## src/rtl/ifetch_stage_pkg.sv

```systemverilog
// Shared definitions for the instruction-fetch stage: datapath width, the
// bubble instruction and the fetch FSM state encoding.
package ifetch_stage_pkg;

  localparam int XLEN = 32;
  localparam logic [XLEN-1:0] NOP = 32'h0000_0000;

  typedef enum logic [1:0] {
    IDLE  = 2'd0,
    REQ   = 2'd1,
    HOLD  = 2'd2,
    DRAIN = 2'd3
  } state_e;

endpackage

```

## src/rtl/ifetch_stage_ifid_reg.sv

```systemverilog
// IF/ID pipeline register: clear, flush (bubble), load or hold.
// Flush/bubble leaves the PC fields alone and only kills valid and the word.
module ifid_reg
  import ifetch_stage_pkg::*;
(
  input  logic            clk_i,
  input  logic            rst_i,
  input  logic            clr_i,
  input  logic            load_i,
  input  logic            flush_i,
  input  logic [XLEN-1:0] pc_i,
  input  logic [XLEN-1:0] inst_i,
  output logic            valid_o,
  output logic [XLEN-1:0] pc_o,
  output logic [XLEN-1:0] pc4_o,
  output logic [XLEN-1:0] inst_o
);

  always_ff @(posedge clk_i or negedge rst_i) begin
    if (!rst_i) begin
      valid_o <= 1'b0;
      pc_o    <= '0;
      pc4_o   <= '0;
      inst_o  <= NOP;
    end else if (clr_i) begin
      valid_o <= 1'b0;
      pc_o    <= '0;
      pc4_o   <= '0;
      inst_o  <= NOP;
    end else if (flush_i) begin
      valid_o <= 1'b0;
      inst_o  <= NOP;
    end else if (load_i) begin
      valid_o <= 1'b1;
      pc_o    <= pc_i;
      pc4_o   <= pc_i + XLEN'(4);
      inst_o  <= inst_i;
    end
  end

endmodule

```

## src/rtl/ifetch_stage.sv

```systemverilog
// Instruction-fetch stage: req/ack fetch FSM, one-entry skid buffer for ID
// stalls, drain of wrong-path requests after a flush, and PC stall control.
module ifetch_stage
  import ifetch_stage_pkg::*;
(
  input  logic            clk_i,
  input  logic            rst_i,
  input  logic            start_i,
  input  logic [XLEN-1:0] pc_i,
  output logic            pc_stall_o,
  output logic            imem_req_o,
  output logic [XLEN-1:0] imem_addr_o,
  input  logic            imem_ack_i,
  input  logic [XLEN-1:0] imem_data_i,
  input  logic            stall_id_i,
  input  logic            flush_i,
  output logic            ifid_valid_o,
  output logic [XLEN-1:0] ifid_pc_o,
  output logic [XLEN-1:0] ifid_pc4_o,
  output logic [XLEN-1:0] ifid_inst_o,
  output logic [1:0]      state_o
);

  // Memory handshake: imem_req_o stays high until imem_ack_i, and
  // imem_addr_o is stable for the whole time imem_req_o is high; ack may
  // arrive in the same cycle req rises, and data is taken only with ack.

  state_e          state_q;
  logic [XLEN-1:0] addr_q;
  logic            skid_valid_q;
  logic [XLEN-1:0] skid_pc_q;
  logic [XLEN-1:0] skid_inst_q;

  logic            slot_free;
  logic            ifid_load;
  logic            ifid_kill;
  logic [XLEN-1:0] ld_pc;
  logic [XLEN-1:0] ld_inst;

  assign slot_free   = !ifid_valid_o || !stall_id_i;
  assign imem_addr_o = (state_q == DRAIN) ? addr_q : pc_i;
  assign state_o     = state_q;

  always_comb begin
    imem_req_o = 1'b0;
    pc_stall_o = 1'b0;
    ifid_load  = 1'b0;
    ld_pc      = pc_i;
    ld_inst    = imem_data_i;
    if (start_i) begin
      case (state_q)
        REQ: begin
          imem_req_o = 1'b1;
          pc_stall_o = !imem_ack_i && !flush_i;
          ifid_load  = imem_ack_i && slot_free && !flush_i;
        end
        HOLD: begin
          pc_stall_o = !flush_i;
          if (skid_valid_q && !stall_id_i && !flush_i) begin
            ifid_load = 1'b1;
            ld_pc     = skid_pc_q;
            ld_inst   = skid_inst_q;
          end
        end
        DRAIN: begin
          imem_req_o = 1'b1;
          pc_stall_o = !flush_i;
        end
        default: ;
      endcase
    end
  end

  // An unstalled ID consumes the current entry, so anything not reloaded
  // and not held becomes a bubble.
  assign ifid_kill = flush_i || (!ifid_load && !(stall_id_i && ifid_valid_o));

  always_ff @(posedge clk_i or negedge rst_i) begin
    if (!rst_i) begin
      state_q      <= IDLE;
      addr_q       <= '0;
      skid_valid_q <= 1'b0;
      skid_pc_q    <= '0;
      skid_inst_q  <= NOP;
    end else if (!start_i) begin
      state_q      <= IDLE;
      addr_q       <= '0;
      skid_valid_q <= 1'b0;
    end else begin
      case (state_q)
        IDLE: state_q <= REQ;
        REQ: begin
          addr_q <= pc_i;
          if (flush_i) begin
            state_q <= imem_ack_i ? REQ : DRAIN;
          end else if (imem_ack_i && !slot_free) begin
            skid_valid_q <= 1'b1;
            skid_pc_q    <= pc_i;
            skid_inst_q  <= imem_data_i;
            state_q      <= HOLD;
          end
        end
        HOLD: begin
          if (flush_i || !stall_id_i) begin
            skid_valid_q <= 1'b0;
            state_q      <= REQ;
          end
        end
        DRAIN: begin
          if (imem_ack_i && !flush_i) state_q <= REQ;
        end
        default: state_q <= IDLE;
      endcase
    end
  end

  ifid_reg u_ifid_reg (
    .clk_i   (clk_i),
    .rst_i   (rst_i),
    .clr_i   (!start_i),
    .load_i  (ifid_load),
    .flush_i (ifid_kill),
    .pc_i    (ld_pc),
    .inst_i  (ld_inst),
    .valid_o (ifid_valid_o),
    .pc_o    (ifid_pc_o),
    .pc4_o   (ifid_pc4_o),
    .inst_o  (ifid_inst_o)
  );

endmodule

```

## config.mk

```make
export PLATFORM = sky130hd
export DESIGN_NAME = ifetch_stage
export DESIGN_NICKNAME = d
export VERILOG_FILES = /design/src/rtl/ifetch_stage_pkg.sv /design/src/rtl/ifetch_stage_ifid_reg.sv /design/src/rtl/ifetch_stage.sv
export SDC_FILE = /design/constraint.sdc
export NUM_CORES = 1
export LEC_CHECK = 0
export ABC_AREA = 0
export BUFFER_PORTS_ARGS = -buffer_cell sky130_fd_sc_hd__buf_2
export CAP_MARGIN = 0
export CORE_ASPECT_RATIO = 1.25
export CORE_MARGIN = 8
export CORE_UTILIZATION = 45
export CTS_BUF_LIST = sky130_fd_sc_hd__clkbuf_2
export DETAILED_ROUTE_END_ITERATION = 16
export GPL_TIMING_DRIVEN = 0
export PLACE_DENSITY = 0.78
export SLEW_MARGIN = 40
export SYNTH_ARGS = -nofsm -noshare
export SYNTH_HDL_FRONTEND = slang
export SYNTH_SLANG_ARGS = --single-unit
```

## constraint.sdc

```tcl
create_clock -name clk_i -period 7.4 [get_ports clk_i]
set_input_delay 1.48 -clock clk_i [delete_from_list [all_inputs] [get_ports clk_i]]
set_output_delay 1.48 -clock clk_i [all_outputs]
set_load 0.02 [all_outputs]
```

Word level (Yosys, flattened, before mapping)
Index checks and enable logic that the tools add are counted.

storage, ports and cells
  register bits after elaboration = 196
  input bits = 70
  output and inout bits = 133
  logic and storage cells = 89

operators by class
  add/subtract/negate cells = 1
  eq/ne operators = 13
  mux-type cells = 39
  bitwise logic cells = 1
  reduce and logical (&&, ||, !) cells = 26

operator list
  kind                                                                    number
  32-bit two-way mux                                                      17
  32-bit by 3-bit adder with 32-bit output (second input constant)        1
  1-bit two-way mux                                                       12
  2-bit two-way mux                                                       6
  1-bit logical AND                                                       9
  3-bit != test (second input constant)                                   3
  2-bit one-hot mux with 4 select lines                                   1
  4-bit AND reduction                                                     2
  1-bit logical NOT                                                       7
  3-bit by 1-bit != test with 1-bit output (second input constant)        2
  1-bit one-hot mux with 2 select lines                                   3
  2-bit equality test (second input constant)                             2
  2-bit by 1-bit != test with 1-bit output (second input constant)        2
  4-bit != test (second input constant)                                   1
  2-bit OR reduction                                                      2
  1-bit logical OR                                                        3
  3-bit by 2-bit != test with 1-bit output (second input constant)        1
  3-bit AND reduction                                                     1
  2-bit by 1-bit equality test with 1-bit output (second input constant)  1
  2-bit logical NOT                                                       1
  2-bit != test (second input constant)                                   1
  2-bit AND reduction                                                     1
  1-bit NOT                                                               1

Longest topological paths before layout
  depth in word-level cells = 11
  depth in mapped cells = 14
  depth with buffers taken out = 11

By module
A second synthesis with hierarchy kept.

unflattened totals
  cell total of the unflattened synthesis = 742
  area, all modules = 9,207.6 sq um

by module, submodules not included
  module        times used  cells each  area an instance (sq um)  seq. area each (sq um)
  ifetch_stage  1           388         5,159.9                   2,477.4
  ifid_reg      1           354         4,047.6                   2,377.3

Least setup slack after synthesis
Ideal clock, no wire load.

  kind = input to output
  start point = input start_i
  end point = output imem_req_o
  arrival = 2.628 ns
  data required time = 5.920 ns
  setup slack = 3.292 ns
  stages on the path = 6
  buffers on the path = 4
  path through = buf_2 > inv_2 > buf_2 > buf_1 > clkbuf_1 > nor2_1

on the way
  word-level cells in the longest chain between the ends = 1

ends and longest elaborated chain
  item               line                source
  from (decl)        ifetch_stage.sv:8   input logic start_i,
  1-bit two-way mux  ifetch_stage.sv:50  if (start_i) begin
  to (decl)          ifetch_stage.sv:11  output logic imem_req_o,

Every way passes these cells.

Final worst setup path
Same ends and word-level chain as after synthesis.

==> summary.txt <==
Status -> finished, final reports clean
Total gr overflow -> 0
Final worst path period share -> 0.630
Full die area -> 25300 µm²
Total Power -> 1.96 mW
Largest net degree at the start of global routing -> 69
Setup Buffers After CTS -> 0
Core box area -> 20100 µm²
Cell Area, Synth -> 9210 µm²
Antenna violations before repair -> 5
# rows -> 58
Critical path arrival -> 3.18 ns
Pre-CTS setup slack -> 2.75 ns
Number of remaining DRC errors -> 0
Clock Tree Root -> clkbuf_2
Syn avg cell area -> 11.1 µm²
Cell area power density -> 180 nW/µm²
Endpoints failing setup -> 0
DR pass1 iterations -> 5
Max Cap Viol -> 0
EDFF count, synth -> 0
Top cells by area, synth -> dfrtp_1, mux2_2, mux2i_1
Element type at the critical path start -> input port
CP Max Fanout -> 10
Number of port buffers -> 201
First-pass GRT wire length -> 39900 µm
Area share of the largest cell type after synthesis -> 0.527
CP Class -> in2out
Area delta synth->final -> 18.4%
Tmin final -> 4.66 ns
Syn Nets -> 902
Filler cell count -> 1812
Chip width -> 144 µm
Peak supply drop -> 0.0930 mV
Leading area contributor after synthesis -> dfrtp_1
Grt met3 use -> 0.0489
Total Nets Final -> 1124
Final setup skew -> 0.0392 ns
Final setup margin -> 2.74 ns
All-layer global routing usage -> 0.203
Pleak -> 5.65 nW
Hold Crit Class -> reg2reg
Simple-gate share of the synthesized area -> 0.106
Post-Synth XOR/XNOR Area -> 0.0228
DR iter-0 viols -> 508
Cells after DPL -> 1300
Drt via density -> 5.40
Yosys cell types -> 51
H-Tree Depth -> 4
Crit end category -> output port
Starting density of the core -> 0.458
Seq cells post-synth -> 194
Ys Warns -> 0
Vias in the first global route -> 7441
Die height -> 176 µm
Clock latency on the worst-skew pair -> 0.79 ns
Gr busiest metal -> met2
Synth Flop Type -> dfrtp_1
Final setup TNS -> 0 ns
Clock Path Buffers -> 2
Clock transition at path regs -> 0.27 ns
DPL Wire Length -> 19300 µm
Max-slew violations -> 0
Share of cells above drive strength 1 -> 0.337
Mux share of post-synthesis cell area -> 0.223
Boundary Pins -> 203
Final Non-Filler Cells -> 1334
Compound-Gate Fraction of Synth Area -> 0.0863
Post-DR wirelength/cell -> 19.1 µm
Post-Route WL -> 25500 µm
Mapped Cells -> 827
Fin. Hold Viols -> 0
Placer Congestion -> 0.888
Routing usage on met2 -> 0.347
Achievable frequency -> 214 MHz
Main combinational cell family by area after synthesis -> multiplexers
Vias -> 7201
TritonCTS clock tree -> done
CTS Buf Count -> 17
Post-DRT Antenna Nets -> 0
Clk sinks -> 194
RSZ-0062 raised after global routing -> no
Seq/Total Area, Yosys -> 0.527
Fraction of registers with async set/reset -> 1.00
Worst-Margin Slew -> 0.848 ns
Grt met1 use -> 0.238
Synth Area in Adders -> 0.00680
CTS Hold Buffers Added -> 0
Req. time, crit path -> 5.92 ns
Commonest cells post-synth -> dfrtp_1, nand2_1, mux2_2, mux2i_1, o21ai_0
Most frequent cell after synthesis -> dfrtp_1
Post-CTS sizing -> 0
Worst rel slew slack -> 0.419
cell usage in the layout (no fill, tap or decap), drive strengths merged, types with 2 or more instances in the layout:
cell      netlist  routed
clkbuf         29      46
nor4           10      10
inv             6      12
nand4          10      10
a41oi           2       2
buf            23     226
a21oi          15      15
o221ai          2       2
nor2           54      54
a311oi          2       2
mux2           98      98
bufinv          0       3
ha              5       5
nand2         107     107
xor2           19      19
a211oi          6       6
dfrtp         194     194
o21ai          87      87
clkinv          0       3
diode           0       2
mux2i          95      95
clkinvlp        0       3
nand3          14      14
nor3           14      14
a32o            2       2
o31ai           2       2
a22o            5       5
xnor2           5       5
a31oi           4       4
and3            2       2
path summary, 6_finish.rpt:
| check | cells after the start | slack (ns) | end | from |
|---|---|---|---|---|
| worst max-delay path | 7 | 2.74 | imem_req_o | start_i |
| worst min-delay path | 2 | 0.51 | u_ifid_reg.pc_o[8]$_DFFE_PN0P_ | u_ifid_reg.pc_o[8]$_DFFE_PN0P_ |
| worst max register to register | 14 | 3.88 | u_ifid_reg.pc4_o[28]$_DFFE_PN0P_ | state_o[0]$_DFFE_PN0P_ |
| worst min register to register | 2 | 0.51 | u_ifid_reg.pc_o[8]$_DFFE_PN0P_ | u_ifid_reg.pc_o[8]$_DFFE_PN0P_ |
| max in group asynchronous | 3 | 5.77 | skid_pc_q[18]$_DFFE_PN0P_ | rst_i |
| min in group asynchronous | 1 | 0.56 | u_ifid_reg.inst_o[25]$_DFFE_PN0P_ | rst_i |
routing by layer:
layer  share of wire  wire, µm
met5          0.0013        32
met3           0.069      1760
met2            0.50     12800
met1            0.40     10200
met4           0.030       767
layout make-up:
class	count	area, µm²	share of cell area
Clock inverter	15	195	0.0179
Antenna cell	2	5.00	0.000459
Inverter	6	22.5	0.00207
Sequential cell	194	4850	0.445
Buffer	52	230	0.0211
Clock buffer	17	85.1	0.00781
Timing Repair Buffer	203	1070	0.0983
Tap cell	270	338	0.0310
Multi-Input combinational cell	575	4100	0.376
worst max-delay path: stages:
cell and delay (ns):
buf_2 0.16, inv_2 0.09, buf_2 0.26, buf_1 0.44, clkbuf_1 0.42, nor2_1 0.14, buf_2 0.19
per-stage QoR:
step,hold WS (ns),instance area [µm²],utilization
2_1_floorplan,0.479,9210,-
3_3_place_gp,0.456,10500,0.525
3_5_place_dp,0.465,10600,0.528
4_1_cts,0.494,10900,0.542
5_1_grt,0.454,10900,0.542
6_report,0.510,10900,0.542
sequential cells by signal, summed over array words and instances, names as in the netlist:
register and count:
addr_q 32, skid_inst_q 32, skid_pc_q 32, u_ifid_reg.inst_o 32, u_ifid_reg.pc4_o 32, u_ifid_reg.pc_o 30, state_o 2, skid_valid_q 1
u_ifid_reg.valid_o 1
where the power goes:
part | internal, mW | switching, mW
combinational | 0.0950 | 0.166
sequential | 1.09 | 0.0158
clock | 0.200 | 0.391
total | 1.38 | 0.573
kinds of logic (layout without fill, tap and decap cells):
kind of cell               count (synthesis)  in the layout
other                                      0              2
buffers and inverters                     58            293
AOI/OAI and AO/OA                        134            134
adders and majority gates                  5              5
muxes                                    193            193
DFF                                      194            194
and+or+nand+nor                          219            219
xor gates and xnor gates                  24             24
No activity file was read; power rests on OpenSTA's default activity.
